==> src/rtl/spram_rr_arbiter_if.sv <==
// Bus bundle between the requesters, the round-robin arbiter and the shared RAM.
// The arbiter sits on the slave side. The requesters and the RAM model sit on the master side.
interface spram_rr_arbiter_if #(
    parameter int NUM_REQ    = 4,
    parameter int ADDR_WIDTH = 10,
    parameter int DATA_WIDTH = 32
);
    // Requester command ports
    logic [NUM_REQ-1:0]            req_valid;
    logic [NUM_REQ-1:0]            req_ready;
    logic [NUM_REQ-1:0]            req_wren;
    logic [NUM_REQ-1:0]            req_lock;
    logic [NUM_REQ*ADDR_WIDTH-1:0] req_addr;
    logic [NUM_REQ*DATA_WIDTH-1:0] req_wdata;

    // Read responses
    logic [NUM_REQ-1:0]            rsp_valid;
    logic [DATA_WIDTH-1:0]         rsp_rdata;

    // RAM macro pins
    logic [ADDR_WIDTH-1:0]         ram_address;
    logic                          ram_wren;
    logic [DATA_WIDTH-1:0]         ram_data;
    logic [DATA_WIDTH-1:0]         ram_out;

    modport slave (
        input  req_valid, req_wren, req_lock, req_addr, req_wdata, ram_out,
        output req_ready, rsp_valid, rsp_rdata, ram_address, ram_wren, ram_data
    );

    modport master (
        output req_valid, req_wren, req_lock, req_addr, req_wdata, ram_out,
        input  req_ready, rsp_valid, rsp_rdata, ram_address, ram_wren, ram_data
    );
endinterface

==> src/rtl/spram_rr_arbiter.sv <==
// Round-robin arbiter that shares one single-port RAM between NUM_REQ requesters.
// It supports bounded lock bursts, a registered issue stage, and a tag pipeline that
// routes read data back to the requester that issued the read.
module spram_rr_arbiter #(
    parameter int NUM_REQ     = 4,
    parameter int ADDR_WIDTH  = 10,
    parameter int DATA_WIDTH  = 32,
    parameter int RAM_LATENCY = 1,
    parameter int MAX_HOLD    = 8
) (
    input logic                clk,
    input logic                reset,
    spram_rr_arbiter_if.slave  bus
);
    localparam int PTR_W  = $clog2(NUM_REQ);
    localparam int HOLD_W = $clog2(MAX_HOLD + 1);
    localparam int DEPTH  = 1 + RAM_LATENCY;

    typedef enum logic {S_IDLE, S_LOCKED} state_t;

    typedef struct packed {
        logic               rd;
        logic [NUM_REQ-1:0] oh;
    } tag_t;

    state_t                r_state;
    logic [PTR_W-1:0]      r_ptr;
    logic [PTR_W-1:0]      r_owner;
    logic [HOLD_W-1:0]     r_hold_cnt;
    logic [ADDR_WIDTH-1:0] r_ram_addr;
    logic                  r_ram_wren;
    logic [DATA_WIDTH-1:0] r_ram_data;
    tag_t                  r_tag [DEPTH];

    logic                  w_grant_vld;
    logic [PTR_W-1:0]      w_grant_idx;
    logic [PTR_W-1:0]      w_cand;
    logic [NUM_REQ-1:0]    w_grant_oh;
    logic                  w_sel_lock;
    logic                  w_sel_wren;
    logic [ADDR_WIDTH-1:0] w_sel_addr;
    logic [DATA_WIDTH-1:0] w_sel_wdata;
    logic [HOLD_W-1:0]     w_hold_inc;

    // Wrap-around successor of a requester index.
    function automatic logic [PTR_W-1:0] ptr_inc(input logic [PTR_W-1:0] p);
        if (int'(p) == NUM_REQ - 1) return '0;
        return p + 1'b1;
    endfunction

    // Pick the granted requester: a rotating search in IDLE, or the owner only in LOCKED.
    always_comb begin
        // NOTE: every variable gets a default up front so no path infers a latch.
        w_grant_vld = 1'b0;
        w_grant_idx = '0;
        w_cand      = '0;
        if (reset) begin
            if (r_state == S_IDLE) begin
                for (int k = 0; k < NUM_REQ; k++) begin
                    w_cand = PTR_W'((int'(r_ptr) + k) % NUM_REQ);
                    if (!w_grant_vld && bus.req_valid[w_cand]) begin
                        w_grant_vld = 1'b1;
                        w_grant_idx = w_cand;
                    end
                end
            end else if (bus.req_valid[r_owner]) begin
                w_grant_vld = 1'b1;
                w_grant_idx = r_owner;
            end
        end
    end

    assign w_grant_oh    = w_grant_vld ? (NUM_REQ'(1) << w_grant_idx) : '0;
    assign bus.req_ready = w_grant_oh;
    assign w_sel_lock    = bus.req_lock[w_grant_idx];
    assign w_sel_wren    = bus.req_wren[w_grant_idx];
    assign w_sel_addr    = bus.req_addr[w_grant_idx*ADDR_WIDTH +: ADDR_WIDTH];
    assign w_sel_wdata   = bus.req_wdata[w_grant_idx*DATA_WIDTH +: DATA_WIDTH];
    assign w_hold_inc    = r_hold_cnt + 1'b1;

    // Grant state machine: round-robin pointer, lock owner and burst length counter.
    always_ff @(posedge clk or negedge reset) begin
        if (!reset) begin
            r_state    <= S_IDLE;
            r_ptr      <= '0;
            r_owner    <= '0;
            r_hold_cnt <= '0;
        end else begin
            // NOTE: state registers use non-blocking assignments so every update sees pre-edge values.
            case (r_state)
                S_IDLE: begin
                    if (w_grant_vld) begin
                        if (w_sel_lock && MAX_HOLD > 1) begin
                            r_state    <= S_LOCKED;
                            r_owner    <= w_grant_idx;
                            r_hold_cnt <= HOLD_W'(1);
                        end else begin
                            r_ptr <= ptr_inc(w_grant_idx);
                        end
                    end
                end
                S_LOCKED: begin
                    // The tenure ends on an unlocked beat, on the hold cap, or when the owner goes idle.
                    if (!w_grant_vld || !w_sel_lock || int'(w_hold_inc) == MAX_HOLD) begin
                        r_state    <= S_IDLE;
                        r_ptr      <= ptr_inc(r_owner);
                        r_hold_cnt <= '0;
                    end else begin
                        r_hold_cnt <= w_hold_inc;
                    end
                end
                default: r_state <= S_IDLE;
            endcase
        end
    end

    // Issue stage: register the accepted command onto the RAM pins.
    always_ff @(posedge clk or negedge reset) begin
        if (!reset) begin
            r_ram_addr <= '0;
            r_ram_wren <= 1'b0;
            r_ram_data <= '0;
        end else begin
            r_ram_wren <= w_grant_vld & w_sel_wren;
            if (w_grant_vld) begin
                r_ram_addr <= w_sel_addr;
                r_ram_data <= w_sel_wdata;
            end
        end
    end

    // Tag pipeline: follows each issued beat through the RAM latency.
    always_ff @(posedge clk or negedge reset) begin
        if (!reset) begin
            // NOTE: the tag pipe is reset, unlike RAM contents, so in-flight reads are discarded.
            for (int s = 0; s < DEPTH; s++) r_tag[s] <= '0;
        end else begin
            r_tag[0] <= tag_t'{rd: w_grant_vld & ~w_sel_wren, oh: w_grant_oh};
            for (int s = 1; s < DEPTH; s++) r_tag[s] <= r_tag[s-1];
        end
    end

    assign bus.ram_address = r_ram_addr;
    assign bus.ram_wren    = r_ram_wren;
    assign bus.ram_data    = r_ram_data;
    assign bus.rsp_valid   = r_tag[DEPTH-1].rd ? r_tag[DEPTH-1].oh : '0;
    assign bus.rsp_rdata   = r_tag[DEPTH-1].rd ? bus.ram_out : '0;
endmodule
==> src/flat_wrapper.sv <==
// flat-port wrapper written by rule: the top's interface ports become plain ports
module spram_rr_arbiter_flat 
#(
    parameter int NUM_REQ     = 4,
    parameter int ADDR_WIDTH  = 10,
    parameter int DATA_WIDTH  = 32,
    parameter int RAM_LATENCY = 1,
    parameter int MAX_HOLD    = 8
)
  (clk, reset, bus_req_valid, bus_req_wren, bus_req_lock, bus_req_addr, bus_req_wdata, bus_ram_out, bus_req_ready, bus_rsp_valid, bus_rsp_rdata, bus_ram_address, bus_ram_wren, bus_ram_data);
  spram_rr_arbiter_if #(.NUM_REQ(NUM_REQ), .ADDR_WIDTH(ADDR_WIDTH), .DATA_WIDTH(DATA_WIDTH)) bus_i ();
  input logic clk;
  input logic reset;
  input wire logic [$bits(bus_i.req_valid)-1:0] bus_req_valid;
  input wire logic [$bits(bus_i.req_wren)-1:0] bus_req_wren;
  input wire logic [$bits(bus_i.req_lock)-1:0] bus_req_lock;
  input wire logic [$bits(bus_i.req_addr)-1:0] bus_req_addr;
  input wire logic [$bits(bus_i.req_wdata)-1:0] bus_req_wdata;
  input wire logic [$bits(bus_i.ram_out)-1:0] bus_ram_out;
  output wire logic [$bits(bus_i.req_ready)-1:0] bus_req_ready;
  output wire logic [$bits(bus_i.rsp_valid)-1:0] bus_rsp_valid;
  output wire logic [$bits(bus_i.rsp_rdata)-1:0] bus_rsp_rdata;
  output wire logic [$bits(bus_i.ram_address)-1:0] bus_ram_address;
  output wire logic [$bits(bus_i.ram_wren)-1:0] bus_ram_wren;
  output wire logic [$bits(bus_i.ram_data)-1:0] bus_ram_data;
  assign bus_i.req_valid = bus_req_valid;
  assign bus_i.req_wren = bus_req_wren;
  assign bus_i.req_lock = bus_req_lock;
  assign bus_i.req_addr = bus_req_addr;
  assign bus_i.req_wdata = bus_req_wdata;
  assign bus_i.ram_out = bus_ram_out;
  assign bus_req_ready = bus_i.req_ready;
  assign bus_rsp_valid = bus_i.rsp_valid;
  assign bus_rsp_rdata = bus_i.rsp_rdata;
  assign bus_ram_address = bus_i.ram_address;
  assign bus_ram_wren = bus_i.ram_wren;
  assign bus_ram_data = bus_i.ram_data;
  spram_rr_arbiter #(.NUM_REQ(NUM_REQ), .ADDR_WIDTH(ADDR_WIDTH), .DATA_WIDTH(DATA_WIDTH), .RAM_LATENCY(RAM_LATENCY), .MAX_HOLD(MAX_HOLD)) u_core (.clk(clk), .reset(reset), .bus(bus_i));
endmodule
==> config.mk <==
export PLATFORM = sky130hd
export DESIGN_NAME = spram_rr_arbiter_flat
export DESIGN_NICKNAME = d
export VERILOG_FILES = /design/src/rtl/spram_rr_arbiter_if.sv /design/src/rtl/spram_rr_arbiter.sv /design/src/flat_wrapper.sv
export SDC_FILE = /design/constraint.sdc
export NUM_CORES = 1
export LEC_CHECK = 0
export ABC_CLOCK_PERIOD_IN_PS = 3280
export BUFFER_PORTS_ARGS = -buffer_cell sky130_fd_sc_hd__buf_2
export CORE_AREA = 2 2 116 118
export DETAILED_ROUTE_END_ITERATION = 10
export DIE_AREA = 0 0 118 120
export PLACE_DENSITY = 0.69
export SETUP_SLACK_MARGIN = 0.4
export SLEW_MARGIN = 30
export SYNTH_ARGS = -nofsm -noshare
export SYNTH_HDL_FRONTEND = slang
export SYNTH_SLANG_ARGS = --single-unit
==> constraint.sdc <==
create_clock -name clk -period 3.28 [get_ports clk]
set_input_delay 0.164 -clock clk [delete_from_list [all_inputs] [get_ports clk]]
set_output_delay 0.164 -clock clk [all_outputs]
set_load 0.005 [all_outputs]
# Word-level counts from Yosys, hierarchy flattened
# Cells that the tools add are included.
[classes] reduce_logical=13 addsub=6 order_cmp=6 n_shift=3 n_eq_ne=7 bitwise=4 mul=1 n_mux=60
[op_table] op="indexed part select 128 x 8 -> 32 bit" count=1
[op_table] op="indexed part select 40 x 7 -> 10 bit" count=1
[op_table] op="two-way mux 32 bit" count=1
[op_table] op="two-way mux 1 bit" count=30
[op_table] op="two-way mux 2 bit" count=14
[op_table] op="two-way mux 4 bit" count=5
[op_table] op="< comparator 2 x 3 -> 1 bit (second input constant)" count=6
[op_table] op="binary-select mux 1 bit (select 2 bit)" count=7
[op_table] op="case mux 4 bit (2 select lines)" count=1
[op_table] op="adder 2 x 1 -> 2 bit (second input constant)" count=3
[op_table] op="AND reduction 3 bit" count=2
[op_table] op="zero test 1 bit" count=5
[op_table] op="multiplier 2 x 3 -> 5 bit (second input constant)" count=1
[op_table] op="adder 2 bit (second input constant)" count=2
[op_table] op="adder 4 x 1 -> 4 bit (second input constant)" count=1
[op_table] op="equality test 2 x 1 -> 1 bit (second input constant)" count=2
[op_table] op="equality test 4 bit (second input constant)" count=1
[op_table] op="!= test 2 x 1 -> 1 bit (second input constant)" count=2
[op_table] op="!= test 2 bit (second input constant)" count=2
[op_table] op="case mux 2 bit (2 select lines)" count=1
[op_table] op="<< shifter 1 x 2 -> 4 bit (first input constant)" count=1
[op_table] op="logical AND 1 bit" count=3
[op_table] op="bitwise AND 1 bit" count=2
[op_table] op="logical OR 1 bit" count=2
[op_table] op="other kinds (3)" count=4
[totals] word_cells=111 out_inout_bits=83 in_bits=214 register_bits=62

# Logic depth before layout (Yosys ltp)
[logic_depth] word_depth=30 ltp_mapped=9 mapped_depth_nobuf=7

# Least setup slack after synthesis
# OpenSTA, ideal clock, no wires.
[synth_timing] path_kind="reg-to-reg" from="register u_core.r_ptr[0]" to="register u_core.r_ptr[1]" setup_ns=0.128 required_time_ns=3.152 period_less_slack_ns=2.449 n_path_buf=2 arrival_time_ns=2.322 path_stages_with_launch=10 setup_slack_ns=0.831 path_cell_list="dfrtp_1 > or3b_1 > o211ai_1 > o31ai_4 > and2_4 > buf_12 > buf_8 > ha_1 > mux2_2 > mux2_1"
[synth_between] elab_chain_len=29 word_cells_on_any_way=55 classes_between="4 x add/sub; 4 x eq/ne; 36 x mux; 11 x reduce/logical"
[synth_lines] element="start, declared" line_no="spram_rr_arbiter.sv:27" rtl="logic [PTR_W-1:0] r_ptr;"
[synth_lines] element="start signal, assigned" line_no="spram_rr_arbiter.sv:98" rtl="r_ptr <= ptr_inc(w_grant_idx);"
[synth_lines] element="start signal, assigned" line_no="spram_rr_arbiter.sv:106" rtl="r_ptr <= ptr_inc(r_owner);"
[synth_lines] element="binary-select mux 1 bit (select 2 bit)" line_no="spram_rr_arbiter.sv:61" rtl="if (!w_grant_vld && bus.req_valid[w_cand]) begin"
[synth_lines] element="two-way mux 1 bit (implied by the code)" line_no="spram_rr_arbiter.sv:61"
[synth_lines] element="two-way mux 1 bit" line_no="spram_rr_arbiter.sv:61"
[synth_lines] element="two-way mux 1 bit" line_no="spram_rr_arbiter.sv:58" rtl="if (r_state == S_IDLE) begin"
[synth_lines] element="two-way mux 1 bit" line_no="spram_rr_arbiter.sv:57" rtl="if (reset) begin"
[synth_lines] element="zero test 1 bit" line_no="spram_rr_arbiter.sv:61"
[synth_lines] element="logical AND 1 bit" line_no="spram_rr_arbiter.sv:61"
[synth_lines] element="two-way mux 1 bit" line_no="spram_rr_arbiter.sv:61"
[synth_lines] element="[... 12 more ...]"
[synth_lines] element="net u_core.w_grant_idx[1]" line_no="spram_rr_arbiter.sv:36" rtl="logic [PTR_W-1:0] w_grant_idx;"
[synth_lines] element="[... 1 more ...]"
[synth_lines] element="two-way mux 1 bit" line_no="spram_rr_arbiter.sv:47" rtl="if (int'(p) == NUM_REQ - 1) return '0;"
[synth_lines] element="two-way mux 1 bit" line_no="spram_rr_arbiter.sv:93" rtl="if (w_sel_lock && MAX_HOLD > 1) begin"
[synth_lines] element="two-way mux 1 bit" line_no="spram_rr_arbiter.sv:92" rtl="if (w_grant_vld) begin"
[synth_lines] element="two-way mux 1 bit" line_no="spram_rr_arbiter.sv:90" rtl="case (r_state)"
[synth_lines] element="two-way mux 2 bit" line_no="spram_rr_arbiter.sv:48" rtl="return p + 1'b1;"
[synth_lines] element="two-way mux 2 bit" line_no="spram_rr_arbiter.sv:93"
[synth_lines] element="two-way mux 2 bit" line_no="spram_rr_arbiter.sv:92"
[synth_lines] element="case mux 2 bit (2 select lines)" line_no="spram_rr_arbiter.sv:90"
# The timed path passes the listed nets; every way through them passes the cells marked *. The select of a mux whose other input is x is not followed.
# A chain may end at the register's enable or synchronous reset.

# Worst setup path in the final report
[layout_timing] from="register u_core.r_ptr[0]" to="register u_core.r_ram_data[20], in the netlist u_core.bus.ram_data[20]"
[layout_between] elab_chain_len=21 word_cells_on_any_way=36 classes_between="3 x add/sub; 1 x shift; 26 x mux; 6 x reduce/logical"
[layout_lines] element="binary-select mux 1 bit (select 2 bit)" line_no="spram_rr_arbiter.sv:61"
[layout_lines] element="two-way mux 1 bit (implied by the code)" line_no="spram_rr_arbiter.sv:61"
[layout_lines] element="two-way mux 1 bit" line_no="spram_rr_arbiter.sv:61"
[layout_lines] element="two-way mux 1 bit" line_no="spram_rr_arbiter.sv:58"
[layout_lines] element="two-way mux 1 bit" line_no="spram_rr_arbiter.sv:57"
[layout_lines] element="zero test 1 bit" line_no="spram_rr_arbiter.sv:61"
[layout_lines] element="logical AND 1 bit" line_no="spram_rr_arbiter.sv:61"
[layout_lines] element="two-way mux 1 bit" line_no="spram_rr_arbiter.sv:61"
[layout_lines] element="[... 5 more ...]"
[layout_lines] element="two-way mux 1 bit" line_no="spram_rr_arbiter.sv:58"
[layout_lines] element="two-way mux 1 bit" line_no="spram_rr_arbiter.sv:57"
[layout_lines] element="zero test 1 bit" line_no="spram_rr_arbiter.sv:61"
[layout_lines] element="logical AND 1 bit" line_no="spram_rr_arbiter.sv:61"
[layout_lines] element="two-way mux 2 bit" line_no="spram_rr_arbiter.sv:61"
[layout_lines] element="two-way mux 2 bit" line_no="spram_rr_arbiter.sv:58"
[layout_lines] element="two-way mux 2 bit" line_no="spram_rr_arbiter.sv:57"
[layout_lines] element="indexed part select 128 x 8 -> 32 bit" line_no="spram_rr_arbiter.sv:78" rtl="assign w_sel_wdata = bus.req_wdata[w_grant_idx*DATA_WIDTH +: DATA_WIDTH];"
[layout_lines] element="end signal, assigned" line_no="spram_rr_arbiter.sv:127" rtl="r_ram_data <= w_sel_wdata;"
[layout_lines] element="end, declared" line_no="spram_rr_arbiter.sv:32" rtl="logic [DATA_WIDTH-1:0] r_ram_data;"
# Parallel ways exist; a longest one is shown, timed or not. The select of a mux whose other input is x is not followed.

==> out/qor.txt <==
RSZ-0062 raised after global routing - no
Synth area leader - dfrtp_1
Post-synth ARST share - 100%
ranking of synthesized cells by area - dfrtp_1, a211oi_2, mux2i_1
Post-Synth XOR/XNOR Area - 0.384%
remaining global-route overflow - 0
syn avg cell area - 10.3 um2
Worst EP arrival - 2870 ps
Setup Skew - 7.49 ps
post-route ant nets - 0
largest family of logic cells by synthesized area - compound AO/OA/AOI/OAI gates
CTS Root Cell - clkbuf_16
vias in the first global route - 4594
Power Dens Cells - 738 mW/mm2
Setup TNS - 0 ps
Yosys top cell area share - 34.0%
largest fanout on the critical path - 24
HPWL Detailed - 11100 um
LEAKAGE - 0.00324 uW
Critical Path Slowest Stage Cell - dfrtp_1
pin slew with the least headroom to its limit - 700 ps
layout cells sized above 1 - 54.8%
Post-Place Cells - 888
delay-heaviest family, CP - buffers and inverters
core box area - 0.0130 mm2
status - complete, no violations
Max-cap violations - 0
Non-Filler Instances - 907
Worst VDD drop - 0.306 mV
Final Hold Vio Count - 0
clock-pin transition on the worst setup and hold timing paths - 60 ps
critical path required time - 3480 ps
wire per inst - 17.0 um
fmax - 0.374 GHz
CTS tree - yes
most used cell, CP - buf_4
Seq/Total Area, Yosys - 34.0%
Die Y - 120 um
Final period util - 81.5%
number of H-tree levels - 3
Final setup violation count - 0
Clock Sinks - 62
Synth Area in Simple Gates - 19.5%
Slew Viols, Final - 0
input/output buffers - 296
RD Place Congestion - 0.790
Routed WL - 15400 um
total CTS buffers - 9
critical path capture point type - flip-flop
DIE WIDTH - 118 um
crit path kind - flip-flop to flip-flop
post-synthesis register bit count - 62
post-DR vias/cell - 5.07
cells after synthesis - 444
Initial Utilization - 35.2%
Clock Latency Late Sink - 330 ps
crit path time final - 2670 ps
drt drc - 0
worst reg2reg path endpoint - u_core.bus.ram_data[20]$_DFFE_PN0P_
CTS Buffer Depth - 2
DIE AREA - 0.0142 mm2
Hold Path Class - input pin to asynchronous set/reset pin
EDFF count, synth - 0
Layout area overhead - 41.4%
adder-cell share of the synthesized area - 1.92%
Nets - 947
Mapped Nets - 665
CP bufs+invs - 2
relative slew slack - 53.3%
post-layout util - 49.7%
Synth top cells by count - dfrtp_1, a211oi_2, and3_1, mux2i_1, nor2_1
vias post-DR - 4599
CP peak stage delay - 460 ps
most numerous cell in the Yosys netlist - dfrtp_1
CP startpoint kind - flip-flop
cell area after synthesis - 0.00457 mm2
worst reg-to-reg setup slack - 610 ps
FP Rows - 42
Syn. warnings - 0
initial antenna violation count - 1
Synth Area in Compound Gates - 25.0%
TritonRoute pass-1 iters - 6
first-pass GRT wire length - 23800 um
main flop type after synthesis - dfrtp_1
Cell Chain, Critical Path - or3b_1 > o211ai_1 > o31ai_4 > and2_4 > buf_4 > buf_4 > mux2i_1 > a211oi_2
IO Pins - 297
largest net degree at the start of global routing - 63
worst reg2reg startpoint - u_core.r_ptr[0]$_DFFE_PN0P_
mux cell area share after synthesis - 12.8%
Netlist cell types - 43
GRT Total Usage - 21.4%
R2R cell count - 8
1st-iter DRT viols - 223
## per-stage QoR
step           setup slack (ps)  hold WS (ps)  instance area, um2  power [uW]
2_1_floorplan               831          -132                4570        2900
4_1_cts                     437          9.38                6430        4790
3_3_place_gp                668           170                6090        3680
6_report                    606         0.585                6460        4770
5_1_grt                     448          38.3                6460        5120
3_5_place_dp                644           176                6090        3710
## cells in the final DEF, fill, tap and decap left out, drive strengths merged, types with 2 or more instances in the layout
cell type	instances
a32oi	2
and2	44
nand2b	4
buf	306
mux2i	47
bufinv	2
mux2	8
a211oi	86
o211ai	4
nand3	8
nand2	12
and3	47
o2111ai	2
clkbuf	11
inv	8
ha	7
o31ai	2
a21oi	4
clkinv	4
nor2	45
xnor2	2
dfrtp	62
## worst max path at each step
stage	to	from	slack [ps]	cells after the start
floorplan	u_core.r_ptr[1]$_DFFE_PN0P_	u_core.r_ptr[0]$_DFFE_PN0P_	830	9
global placement	u_core.bus.ram_address[1]$_DFFE_PN0P_	bus_req_valid[0]	670	9
detailed placement	u_core.bus.ram_data[15]$_DFFE_PN0P_	bus_req_valid[0]	640	9
CTS	bus_req_ready[2]	u_core.r_ptr[1]$_DFFE_PN0P_	440	8
global route	u_core.bus.ram_data[20]$_DFFE_PN0P_	u_core.r_ptr[0]$_DFFE_PN0P_	450	8
finish	u_core.bus.ram_data[20]$_DFFE_PN0P_	u_core.r_ptr[0]$_DFFE_PN0P_	610	8
## worst reg2reg max path: cells and delay by family (launching register included)
kind	cells	cell delay [ps]
multiplexers	1	360
buffers and inverters	2	690
AND/OR/NAND/NOR	2	440
AO/OA/AOI/OAI	3	600
flip-flops	1	460
## kinds of logic after synthesis
logic type | count (synthesis)
AND/OR/NAND/NOR | 165
AO/OA/AOI/OAI | 106
flip-flops | 62
multiplexers | 56
buffers and inverters | 46
adder cells (fa/ha/maj) | 7
XOR/XNOR | 2
## state kept, by name, indices dropped and copies added, names as in the netlist
name / flops
u_core.bus.ram_address: 10
u_core.bus.ram_data: 32
u_core.bus.ram_wren: 1
u_core.r_hold_cnt: 4
u_core.r_owner: 2
u_core.r_ptr: 2
u_core.r_state: 1
u_core.r_tag: 10
## power by group
| part | leakage, uW | internal (uW) | switching [uW] | total [uW] |
|---|---|---|---|---|
| clock network | 0.000161 | 700 | 348 | 1050 |
| logic | 0.00233 | 1050 | 1310 | 2350 |
| registers | 0.000744 | 1110 | 250 | 1360 |
## per-layer routing
metal,vias up,GRT usage [%],wire length [um]
met3,22,4.23,972
met1,2162,24.9,6200
met5,-,0,0
met2,205,38.7,7960
met4,0,8.13,318
li1,2210,-,-
## timing repair
item | 4_1_cts | 5_1_grt
endpoints found under the hold margin | 23 | 0
endpoints found under the setup margin | 0 | 3
gates resized for setup | 0 | 3
setup buffers | 0 | 1
hold buffers | 1 | 0
## cell type report
cell class	count	area [um2]
Clock buffer	11	253
Multi-Input combinational cell	337	2740
Fill cell	1244	6520
Clock inverter	4	70.1
Tap cell	176	220
Inverter	10	52.6
Antenna cell	1	2.50
Sequential cell	62	1550
Timing Repair Buffer	306	1570
Power figures use the tool's default switching activity.
